===== config.mk =====
export PLATFORM = sky130hd
export DESIGN_NAME = sdram_wbuf
export DESIGN_NICKNAME = d
export VERILOG_FILES = /design/src/rtl/sdram_pkg.sv /design/src/rtl/sdram_wbuf_fifo.sv /design/src/rtl/sdram_wbuf.sv
export SDC_FILE = /design/constraint.sdc
export NUM_CORES = 1
export LEC_CHECK = 0
export BUFFER_PORTS_ARGS = -buffer_cell sky130_fd_sc_hd__buf_2
export CAP_MARGIN = 5
export CORE_MARGIN = 3
export CORE_UTILIZATION = 40
export CTS_BUF_LIST = sky130_fd_sc_hd__clkbuf_2
export CTS_CLUSTER_SIZE = 24
export DETAILED_ROUTE_END_ITERATION = 16
export GPL_ROUTABILITY_DRIVEN = 0
export MAX_ROUTING_LAYER = met4
export PLACE_DENSITY = 0.63
export REMOVE_ABC_BUFFERS = 1
export SKIP_CTS_REPAIR_TIMING = 1
export SKIP_LAST_GASP = 1
export SYNTH_ARGS = -nofsm -noshare
export SYNTH_HDL_FRONTEND = slang
export SYNTH_HIERARCHICAL = 1
export SYNTH_SLANG_ARGS = --single-unit
export TNS_END_PERCENT = 30

===== constraint.sdc =====
create_clock -name clk -period 4.3 [get_ports clk]
set_input_delay 0.43 -clock clk [delete_from_list [all_inputs] [get_ports clk]]
set_output_delay 0.43 -clock clk [all_outputs]
set_load 0.01 [all_outputs]

===== src/rtl/sdram_pkg.sv =====
// Shared types for the SDRAM write-posting front end:
// engine states, queued write entries and the depth limit.
package sdram_pkg;

  localparam int WBUF_MAX_DEPTH = 16;

  typedef enum logic [1:0] {
    IDLE,
    ISSUE,
    BUSY,
    GAP
  } wbuf_state_t;

  typedef struct packed {
    logic [24:1] addr;
    logic [1:0]  be;
    logic [15:0] data;
  } wbuf_entry_t;

endpackage


===== src/rtl/sdram_wbuf_fifo.sv =====
// Posted-write queue for sdram_wbuf. With SDRAM_WBUF_FWD_EN it also
// exposes its live entries, oldest first, for read forwarding.
module wbuf_fifo
  import sdram_pkg::*;
#(
  parameter int DEPTH = 4,
  localparam int AW = $clog2(DEPTH)
) (
  input  logic        clk,
  input  logic        reset,
  input  logic        push,
  input  wbuf_entry_t din,
  input  logic        pop,
  output logic        full,
  output logic        empty,
  output wbuf_entry_t head
`ifdef SDRAM_WBUF_FWD_EN
  ,
  output wbuf_entry_t view [DEPTH],
  output logic [AW:0] level
`endif
);

  wbuf_entry_t   mem [DEPTH];
  logic [AW-1:0] wr_ptr;
  logic [AW-1:0] rd_ptr;
  logic [AW:0]   cnt;

  always_ff @(posedge clk or posedge reset) begin
    if (reset) begin
      wr_ptr <= '0;
      rd_ptr <= '0;
      cnt    <= '0;
    end else begin
      if (push) wr_ptr <= wr_ptr + 1'b1;
      if (pop)  rd_ptr <= rd_ptr + 1'b1;
      unique case ({push, pop})
        2'b10:   cnt <= cnt + 1'b1;
        2'b01:   cnt <= cnt - 1'b1;
        default: cnt <= cnt;
      endcase
    end
  end

  always_ff @(posedge clk) begin
    if (push) mem[wr_ptr] <= din;
  end

  assign full  = (cnt == (AW+1)'(DEPTH));
  assign empty = (cnt == '0);
  assign head  = mem[rd_ptr];

`ifdef SDRAM_WBUF_FWD_EN
  always_comb begin
    for (int i = 0; i < DEPTH; i++)
      view[i] = mem[rd_ptr + AW'(i)];
  end

  assign level = cnt;
`endif

endmodule


===== src/rtl/sdram_wbuf.sv =====
// Write-posting front end for one SDRAM controller port.
// Define SDRAM_WBUF_FWD_EN to answer reads from full-word queued writes.
module sdram_wbuf
  import sdram_pkg::*;
#(
  parameter int DEPTH = 4
) (
  input  logic        clk,
  input  logic        reset,
  input  logic        cpu_req,
  input  logic        cpu_we,
  input  logic [1:0]  cpu_be,
  input  logic [23:0] cpu_addr,
  input  logic [15:0] cpu_wdata,
  output logic        cpu_ack,
  output logic [15:0] cpu_rdata,
  output logic [23:0] ram_addr,
  output logic [15:0] ram_din,
  output logic        ram_rd,
  output logic        ram_wrl,
  output logic        ram_wrh,
  input  logic [15:0] ram_dout,
  input  logic        ram_busy
);

  wbuf_state_t state, state_nx;
  wbuf_entry_t head, wr_ent;
  logic        full, empty, push, pop;
  logic        op_rd, rd_req;
  logic        issue_wr, issue_rd, done;
  logic        fwd_hit;
  logic [15:0] fwd_data;

  assign rd_req = cpu_req & ~cpu_we & ~cpu_ack;
  assign push   = cpu_req & cpu_we & ~cpu_ack & ~full;
  assign pop    = done & ~op_rd;
  assign wr_ent = '{addr: cpu_addr, be: cpu_be, data: cpu_wdata};

`ifdef SDRAM_WBUF_FWD_EN
  localparam int AW = $clog2(DEPTH);
  wbuf_entry_t view [DEPTH];
  logic [AW:0] level;
  logic        fwd_full;

  // Later (newer) matches override older ones.
  always_comb begin
    fwd_full = 1'b0;
    fwd_data = '0;
    for (int i = 0; i < DEPTH; i++) begin
      if ((AW+1)'(i) < level && view[i].addr == cpu_addr) begin
        fwd_full = (view[i].be == 2'b11);
        fwd_data = view[i].data;
      end
    end
  end

  assign fwd_hit = rd_req & fwd_full;
`else
  assign fwd_hit  = 1'b0;
  assign fwd_data = '0;
`endif

  wbuf_fifo #(
    .DEPTH(DEPTH)
  ) u_fifo (
    .clk   (clk),
    .reset (reset),
    .push  (push),
    .din   (wr_ent),
    .pop   (pop),
    .full  (full),
    .empty (empty),
    .head  (head)
`ifdef SDRAM_WBUF_FWD_EN
    ,
    .view  (view),
    .level (level)
`endif
  );

  always_comb begin
    state_nx = state;
    issue_wr = 1'b0;
    issue_rd = 1'b0;
    done     = 1'b0;
    unique case (state)
      IDLE: begin
        if (!empty) begin
          issue_wr = 1'b1;
          state_nx = ISSUE;
        end else if (rd_req) begin
          issue_rd = 1'b1;
          state_nx = ISSUE;
        end
      end
      ISSUE: if (ram_busy) state_nx = BUSY;
      BUSY: begin
        if (!ram_busy) begin
          done     = 1'b1;
          state_nx = GAP;
        end
      end
      GAP:     state_nx = IDLE;
      default: state_nx = IDLE;
    endcase
  end

  always_ff @(posedge clk or posedge reset) begin
    if (reset) begin
      state     <= IDLE;
      op_rd     <= 1'b0;
      cpu_ack   <= 1'b0;
      cpu_rdata <= '0;
      ram_addr  <= '0;
      ram_din   <= '0;
      ram_rd    <= 1'b0;
      ram_wrl   <= 1'b0;
      ram_wrh   <= 1'b0;
    end else begin
      state   <= state_nx;
      cpu_ack <= push | fwd_hit | (state == GAP && op_rd);
      if (fwd_hit) cpu_rdata <= fwd_data;
      if (issue_wr) begin
        ram_addr <= head.addr;
        ram_din  <= head.data;
        ram_wrl  <= head.be[0];
        ram_wrh  <= head.be[1];
        op_rd    <= 1'b0;
      end
      if (issue_rd) begin
        ram_addr <= cpu_addr;
        ram_rd   <= 1'b1;
        op_rd    <= 1'b1;
      end
      if (done) begin
        ram_rd  <= 1'b0;
        ram_wrl <= 1'b0;
        ram_wrh <= 1'b0;
        if (op_rd) cpu_rdata <= ram_dout;
      end
    end
  end

endmodule


==> After elaboration in Yosys (flattened, before gate mapping) <==
Memories as Yosys holds them, arrays and structs flattened.
Index checks and enable logic that the tools add are counted.
{ "op_classes": {"bitwise_logic": 11, "n_addsub": 4, "reduce_logical": 9, "n_eq_ne": 9, "mux": 25} }
{ "ops": {"columns": ["cell", "n"], "rows": [
  ["two-way mux 24 bit", 2],
  ["two-way mux 1 bit", 17],
  ["two-way mux 2 bit", 4],
  ["one-hot mux 2 bit (4 select lines)", 1],
  ["nonzero test 2 bit", 4],
  ["bitwise AND 1 bit", 6],
  ["== test 2 bit (second input constant)", 3],
  ["one-hot mux 3 bit (2 select lines)", 1],
  ["adder 2 x 1 -> 2 bit (second input constant)", 2],
  ["== test 2 x 1 -> 1 bit (second input constant)", 2],
  ["!= test 2 bit (second input constant)", 2],
  ["NOT 1 bit", 4],
  ["adder 3 x 1 -> 3 bit (second input constant)", 1],
  ["== test 3 bit (second input constant)", 1],
  ["logical NOT 3 bit", 1],
  ["!= test 3 bit (second input constant)", 1],
  ["AND reduction 3 bit", 1],
  ["subtractor 3 x 1 -> 3 bit (second input constant)", 1],
  ["logical NOT 2 bit", 1],
  ["AND reduction 2 bit", 1],
  ["logical AND 1 bit", 1],
  ["OR 1 bit", 1]
]} }
{ "word_totals": {"regBits": 70, "mem_bits_rw": 168, "mem_count": 1} }
{ "mem_list": {"columns": ["name", "words", "width", "rd", "rd_ports_with_merged_regs", "write_ports", "line_no", "rtl"], "rows": [
  ["u_fifo.mem", 4, 42, 1, 0, 1, "sdram_wbuf_fifo.sv:24", "wbuf_entry_t mem [DEPTH];"]
]} }

==> Longest topological paths before layout <==
Gate-level depths: netlist of the first run.
{ "logic_depth": {"word_depth": 8, "depth_mapped": 10, "depth_no_buf": 10} }

==> By module <==
Netlist of the first run, hierarchy kept.
{ "modules_own_cells": {"columns": ["module", "area_each_um2", "seq_area_each_um2", "cells_each", "instances"], "rows": [
  ["wbuf_fifo", 6521.3, 5220.0, 257, 1],
  ["sdram_wbuf", 2688.8, 1576.5, 186, 1]
]} }

==> Least setup slack after synthesis of the first run <==
Ideal clock, no wire load.
{ "synth_path": {"path_type": "register to register", "from": "reg u_fifo.cnt[0]", "to": "mem u_fifo/mem[0][0] in the netlist's numbering (enable)", "setup_ns": 0.403, "arrival_time_ns": 2.426, "slack_ns": 1.471, "required_ns": 3.897, "stages_incl_launch_ff": 5, "path_buffers": 0, "cell_sequence": "dfrtp_1 inv_1 and3_1 nor4bb_1 and2_1"} }
{ "synth_via": {"elab_chain_cells": 5} }
{ "synth_lines": {"columns": ["item", "line_no", "rtl"], "rows": [
  ["start: declaration", "sdram_wbuf_fifo.sv:27", "logic [AW:0] cnt;"],
  ["start signal: assignment", "sdram_wbuf_fifo.sv:38", "2'b10: cnt <= cnt + 1'b1;"],
  ["start signal: assignment", "sdram_wbuf_fifo.sv:39", "2'b01: cnt <= cnt - 1'b1;"],
  ["start signal: assignment", "sdram_wbuf_fifo.sv:40", "default: cnt <= cnt;"],
  ["== test 3 bit", "sdram_wbuf_fifo.sv:49", "assign full = (cnt == (AW+1)'(DEPTH));"],
  ["named net full", "sdram_wbuf.sv:28", "logic full, empty, push, pop;"],
  ["NOT 1 bit", "sdram_wbuf.sv:35", "assign push = cpu_req & cpu_we & ~cpu_ack & ~full;"],
  ["bitwise AND 1 bit", "sdram_wbuf.sv:35", null],
  ["named net push", "sdram_wbuf.sv:28", null],
  ["two-way mux 1 bit", "sdram_wbuf_fifo.sv:46", "if (push) mem[wr_ptr] <= din;"],
  ["two-way mux 1 bit (implied by the code)", "sdram_wbuf_fifo.sv:46", null],
  ["end: declaration", "sdram_wbuf_fifo.sv:24", null]
]} }
The timed path passes the listed nets, and every way through them passes these cells.

==> Worst setup path after layout of the first run <==
{ "layout_path": {"from": "reg u_fifo.cnt[0]", "to": "mem u_fifo/mem[0][34] in the netlist's numbering (enable)"} }
The elaborated chain is that of the path after synthesis.

==> results of run 1 <==
cells in the final DEF (no fill, tap or decap), types with 2 or more instances in the layout:
master	n
edfxtp_1	168
and2_0	24
mux4_1	4
inv_1	11
nand2_1	3
xor2_1	4
clkinvlp_4	2
mux2i_1	3
nand2_2	2
nand2b_1	2
buf_4	7
mux4_2	38
clkinv_1	13
mux2_1	11
mux2_2	22
clkinv_2	4
dfrtp_1	68
and2_2	4
xnor2_1	2
buf_2	122
nor2_1	5
clkbuf_2	96
dlygate4sd3_1	61
ha_1	9
a221o_1	23
state kept, by name, indices dropped and copies added (netlist names), 2 cells and up:
register and count:
u_fifo/cnt 3, state 2, u_fifo/mem 168, u_fifo/wr_ptr 2, ram_addr 24, u_fifo/rd_ptr 2, cpu_rdata 16, ram_din 16
worst reg2reg max path: stages, from the launching register on:
cell      delay, ns
dfrtp_1        0.39
inv_1          0.09
and3_1         0.14
nor4bb_1       0.28
buf_4          0.22
and2_2         0.53
buf_4          0.46
layout make-up:
class,count,share of cell area
flip-flops and latches,238,0.607
multi-input cells,173,0.194
well taps,280,0.0313
repair buffers,190,0.114
inverters,12,0.00413
clock inverters,18,0.00704
clock buffers,96,0.0429
diodes,1,0.000223
cell families (layout without fill, tap and decap cells):
| group | after synthesis | after routing | share of synthesized area |
|---|---|---|---|
| DFF | 238 | 238 | 0.738 |
| muxes | 78 | 78 | 0.148 |
| and+or+nand+nor | 48 | 48 | 0.0336 |
| buffers and inverters | 32 | 316 | 0.0288 |
| AOI/OAI and AO/OA | 31 | 31 | 0.0317 |
| adders and majority gates | 10 | 10 | 0.0144 |
| xor gates and xnor gates | 6 | 6 | 0.00571 |
| other | 0 | 1 | 0 |
per-stage QoR:
stage	hold slack [ns]	cells
2_1_floorplan	0.233	423
6_report	0.107	1008
4_1_cts	-0.534	946
3_5_place_dp	0.408	832
3_3_place_gp	0.404	832
5_1_grt	0.0506	1008
report_power, final:
| group | switching [mW] | internal [mW] | total (mW) |
|---|---|---|---|
| Clock | 0.870 | 0.593 | 1.46 |
| Sequential | 0.432 | 2.94 | 3.37 |
| Combinational | 0.850 | 1.06 | 1.91 |
| Total | 2.15 | 4.59 | 6.74 |
final timing paths:
kind                          startpoint           endpoint
min reg2reg                 cpu_rdata[4]       cpu_rdata[4]
max reg2reg                u_fifo/cnt[0]  u_fifo/mem[0][34]
min                                reset   u_fifo/wr_ptr[1]
max in group asynchronous          reset        ram_addr[6]
max                        u_fifo/cnt[0]  u_fifo/mem[0][34]
min in group clk                 cpu_req              op_rd
cell usage after synthesis, types with 2 or more instances:
| master | n |
|---|---|
| mux2_1 | 11 |
| mux4_1 | 4 |
| mux2_2 | 22 |
| buf_8 | 2 |
| mux2i_1 | 3 |
| dfrtp_1 | 70 |
| buf_12 | 4 |
| buf_2 | 7 |
| and2_0 | 24 |
| ha_1 | 9 |
| nand2_2 | 2 |
| nor2_1 | 5 |
| inv_1 | 12 |
| xnor2_1 | 2 |
| nand2_1 | 3 |
| edfxtp_1 | 168 |
| xor2_1 | 4 |
| mux4_2 | 38 |
| a221o_1 | 23 |
| and2_1 | 4 |
| nand2b_1 | 2 |
| buf_6 | 6 |
metal layers:
layer	GRT usage	wire, um	vias up
met3	0.0451	1460	20
met4	0.0517	208	0
met2	0.245	9110	193
met1	0.200	8080	2527
li1	-	-	2278
met5	-	0	-
==> results.json, run 1 <==
{
  "status": "finished clean",
  "ys.flop_type": "edfxtp_1",
  "fmax_mhz": 408,
  "finalCriticalPeriod_ns": 2.45,
  "dpl-instance-area_um2": 10000,
  "initial_core_util": 0.414,
  "cp.depth": 6,
  "antenna_found_initial": 1,
  "synth_top_area_share": 0.548,
  "slew_headroom": 0.257,
  "routed_via_density": 4.98,
  "final_layout_size_suffix_gt1_frac": 0.420,
  "required_ns": 4.75,
  "row_count": 54,
  "grt-ovfl-total": 0,
  "fp.dieH_um": 158,
  "ys_ff_latch": 238,
  "drt_wl_total_um": 18900,
  "path_buf_inv": 3,
  "setup_viol": 0,
  "tightest_slew_ns": 1.11,
  "synth.cell_area_um2": 9210,
  "core_um2": 22200,
  "cts_buffer_depth": 3,
  "worst_setup_path_start_kind": "register",
  "arrival_ns": 2.90,
  "clock_latency_ns": 0.83,
  "die_area_um2": 24900,
  "timing.final.ws_setup_ns": 1.85,
  "grt_pass1_vias": 5279,
  "finalCritPeriodShare": 0.570,
  "cts.htree.levels": 2,
  "fin_setup_tns_ns": 0,
  "crit_fanout": 23,
  "dr_total_vias": 5018,
  "crit_path_max_incr_delay_ns": 0.53,
  "cts_tree": "yes",
  "synth_cell_types": 40,
  "dp_hpwl_um": 11100,
  "ant_nets": 0,
  "cp_slowest_cell": "and2_2",
  "syn_avg_cell_area_um2": 20.8,
  "leakage_nw": 4.45,
  "syn2layout_area_growth_pct": 21.6,
  "syn-instance-count": 443,
  "path_cells": "inv_1 -> and3_1 -> nor4bb_1 -> buf_4 -> and2_2 -> buf_4",
  "fill_cells": 1843,
  "setup.worst_path.class": "reg -> reg",
  "utilization": 0.504,
  "multiInputGateArea_um2": 2170,
  "finalInstanceArea_um2": 11200,
  "yosysTopAreaCell": "edfxtp_1",
  "r2r_setup_slack_ns": 1.85,
  "cpMostUsedCell": "buf_4",
  "grt_setup_unrepaired": "false",
  "rr_worst_depth": 6,
  "holdCritPathClass": "in -> async",
  "grt_use_total": 0.157,
  "synth_area_leaders": "edfxtp_1 55%, dfrtp_1 19%, mux4_2 9.3%",
  "yosys_warnings": 6,
  "finalPower_mw": 6.74,
  "grt_pass1_wl_um": 29000,
  "grt_start_max_net_pins": 45,
  "regArea_um2": 6800,
  "end_kind": "register",
  "cap_viol_max_count": 0,
  "synth-seq-area-share": 0.738,
  "cts_sinks": 238,
  "drt-initial-drc-count": 250,
  "num-nets-final": 748,
  "crit_family": "simple AND/OR/NAND/NOR gates",
  "io_pins": 123,
  "detail_route.wl_per_cell_um": 18.7,
  "power_density_nw_per_um2": 602,
  "finClkSkew_ns": 0.0483,
  "ir_drop_mv": 0.304,
  "ys_async_sr_fraction": 0.294,
  "synth_edf_count": 168,
  "hold_viol_final": 0,
  "cts_root_buf": "clkbuf_2",
  "firstDrtPassIters": 4,
  "drc": 0,
  "drv_slew": 0,
  "chipWidth_um": 158,
  "dpl_worst_slack_ns": 1.83,
  "io_buffer_count": 122,
  "cts_buffers": 60,
  "clk_pin_slew_ns": 0.11
}
No activity file was read; power rests on OpenSTA's default activity.
==> run 2, diff against run 1 <==
==> constraint.sdc (replaced) <==
create_clock -name clk -period 2.4 [get_ports clk]
set_input_delay 0.24 -clock clk [delete_from_list [all_inputs] [get_ports clk]]
set_output_delay 0.24 -clock clk [all_outputs]
set_load 0.01 [all_outputs]
==> run 2 against run 1 <==
Sequential power is 71% higher. Clock power increased by 89%. Wire length increased by 0.79%.
==> results.json, run 2 (same netlist as run 1, synthesis figures left out) <==
{
  "num-nets-final": 763,
  "io_pins": 123,
  "initial_core_util": 0.414,
  "rr_worst_depth": 10,
  "fill_cells": 1822,
  "netSwitchingFraction": 0.317,
  "cap_viol_max_count": 0,
  "grt-ovfl-total": 0,
  "whs_ns": 0.139,
  "grt_pass1_vias": 5235,
  "p_int_mw": 8.49,
  "clk_pin_slew_ns": 0.11,
  "finClkSkew_ns": 0.0484,
  "core_um2": 22200,
  "arrival_ns": 2.91,
  "power_density_nw_per_um2": 1090,
  "largest_reg_flops": 168,
  "antenna_found_initial": 0,
  "row_count": 54,
  "clkPwrFrac": 0.222,
  "layout_commonest_cell": "edfxtp_1",
  "setup_viol": 0,
  "firstDrtPassIters": 4,
  "regMostFlops": "u_fifo/mem",
  "drt_wl_total_um": 19000,
  "syn2layout_area_growth_pct": 23.7,
  "grt_setup_unrepaired": "false",
  "end_kind": "register",
  "final_cell_mix": "168 x edfxtp_1, 122 x buf_2, 96 x clkbuf_2, 68 x dfrtp_1, 63 x dlygate4sd3_1",
  "crit_fanout": 4,
  "drc": 0,
  "fmax_mhz": 454,
  "r2r_start": "state[0]",
  "fp.dieH_um": 158,
  "die_area_um2": 24900,
  "drv_slew": 0,
  "finalCriticalPeriod_ns": 2.20,
  "io_buffer_count": 122,
  "dr_total_vias": 5025,
  "cts_root_buf": "clkbuf_2",
  "r2r-end": "u_fifo/cnt[2]",
  "fin_setup_tns_ns": 0,
  "ant_nets": 0,
  "leakage_nw": 4.55,
  "power_switching_mw": 3.95,
  "detail_route.wl_per_cell_um": 18.6,
  "setup.worst_path.class": "reg -> reg",
  "final_layout_size_suffix_gt1_frac": 0.432,
  "required_ns": 3.11,
  "chipWidth_um": 158,
  "cts.htree.levels": 2,
  "routed_via_density": 4.93,
  "slew_headroom": 0.408,
  "finalCritPeriodShare": 0.918,
  "worst_setup_path_start_kind": "register",
  "cts_tree": "yes",
  "grt_use_total": 0.156,
  "grt_start_max_net_pins": 49,
  "r2r_setup_slack_ns": 0.20,
  "grt_pass1_wl_um": 28900,
  "seqPwrFrac": 0.464,
  "dp_hpwl_um": 11600,
  "status": "finished clean",
  "cts_sinks": 238,
  "clock_latency_ns": 0.83,
  "diodes": 0,
  "combPwrFrac": 0.314,
  "dp_cells": 847,
  "reg_top3": "u_fifo/mem: 168 flops, ram_addr: 24 flops",
  "ir_drop_mv": 0.517,
  "hold_viol_final": 0,
  "tightest_slew_ns": 0.887,
  "drt-initial-drc-count": 269,
  "cts_buffer_depth": 3,
  "cts_buffers": 58,
  "holdCritPathClass": "in -> async",
  "final_cells": 1020
}
-- run 2: cell count changes in the layout (fill, tap and decap cells not counted), sizes merged --
cell and delta:
dlygate4sd3 +2, buf +15, clkinv -5, bufinv +1, inv +2, clkinvlp -2
diode -1
-- run 2: per-stage QoR --
step	instance area, um^2	power (mW)	setup WS (ns)	util
3_3_place_gp	10200	9.64	0.291	0.459
6_report	11400	12.4	0.198	0.512
2_1_floorplan	8990	8.20	-0.568	-
4_1_cts	10800	12.6	0.138	0.484
3_5_place_dp	10200	9.75	0.175	0.459
5_1_grt	11400	13.2	0.0369	0.512
-- run 2: metal layers --
metal  vias to the layer above  track usage  share of wire
met3                        34       0.0503          0.062
li1                       2289            -              -
met4                         0       0.0521          0.020
met2                       173        0.239           0.47
met1                      2529        0.200           0.44
met5                         -            -              0
-- run 2: how the worst max path moves through the flow --
stage,end,startpoint,slack [ns]
6_report,u_fifo/cnt[2],state[0],0.20
3_3_place_gp,u_fifo/cnt[2],state[0],0.29
4_1_cts,u_fifo/cnt[2],state[0],0.14
3_5_place_dp,u_fifo/cnt[2],state[0],0.17
5_1_grt,u_fifo/cnt[2],state[0],0.04
2_1_floorplan,ram_addr[20],u_fifo/rd_ptr[0],-0.57
-- run 2: final cells by class --
type | count | area [um^2] | share of cell area
flip-flops and latches | 238 | 6800 | 0.597
clock buffers | 96 | 480 | 0.0422
multi-input cells | 173 | 2170 | 0.191
repair buffers | 207 | 1460 | 0.128
clock inverters | 14 | 85.1 | 0.00747
inverters | 12 | 46.3 | 0.00406
well taps | 280 | 350 | 0.0308
-- run 2: power by group through the flow --
stage	registers (mW)	logic [mW]	clock network, mW
2_1_floorplan	6.15	2.05	0
3_3_place_gp	5.84	3.80	0
3_5_place_dp	5.86	3.89	0
4_1_cts	5.78	3.91	2.90
5_1_grt	5.87	4.27	3.10
6_report	5.77	3.91	2.76
-- run 2: worst max-delay path, stage by stage, from the launching register on --
cell and delay (ns):
dfrtp_1 0.42, inv_1 0.11, ha_1 0.22, nand2b_1 0.11, nor2_2 0.17, ha_1 0.23
inv_1 0.07, fa_1 0.38, xor2_1 0.16, nor2_1 0.11, xor2_1 0.15
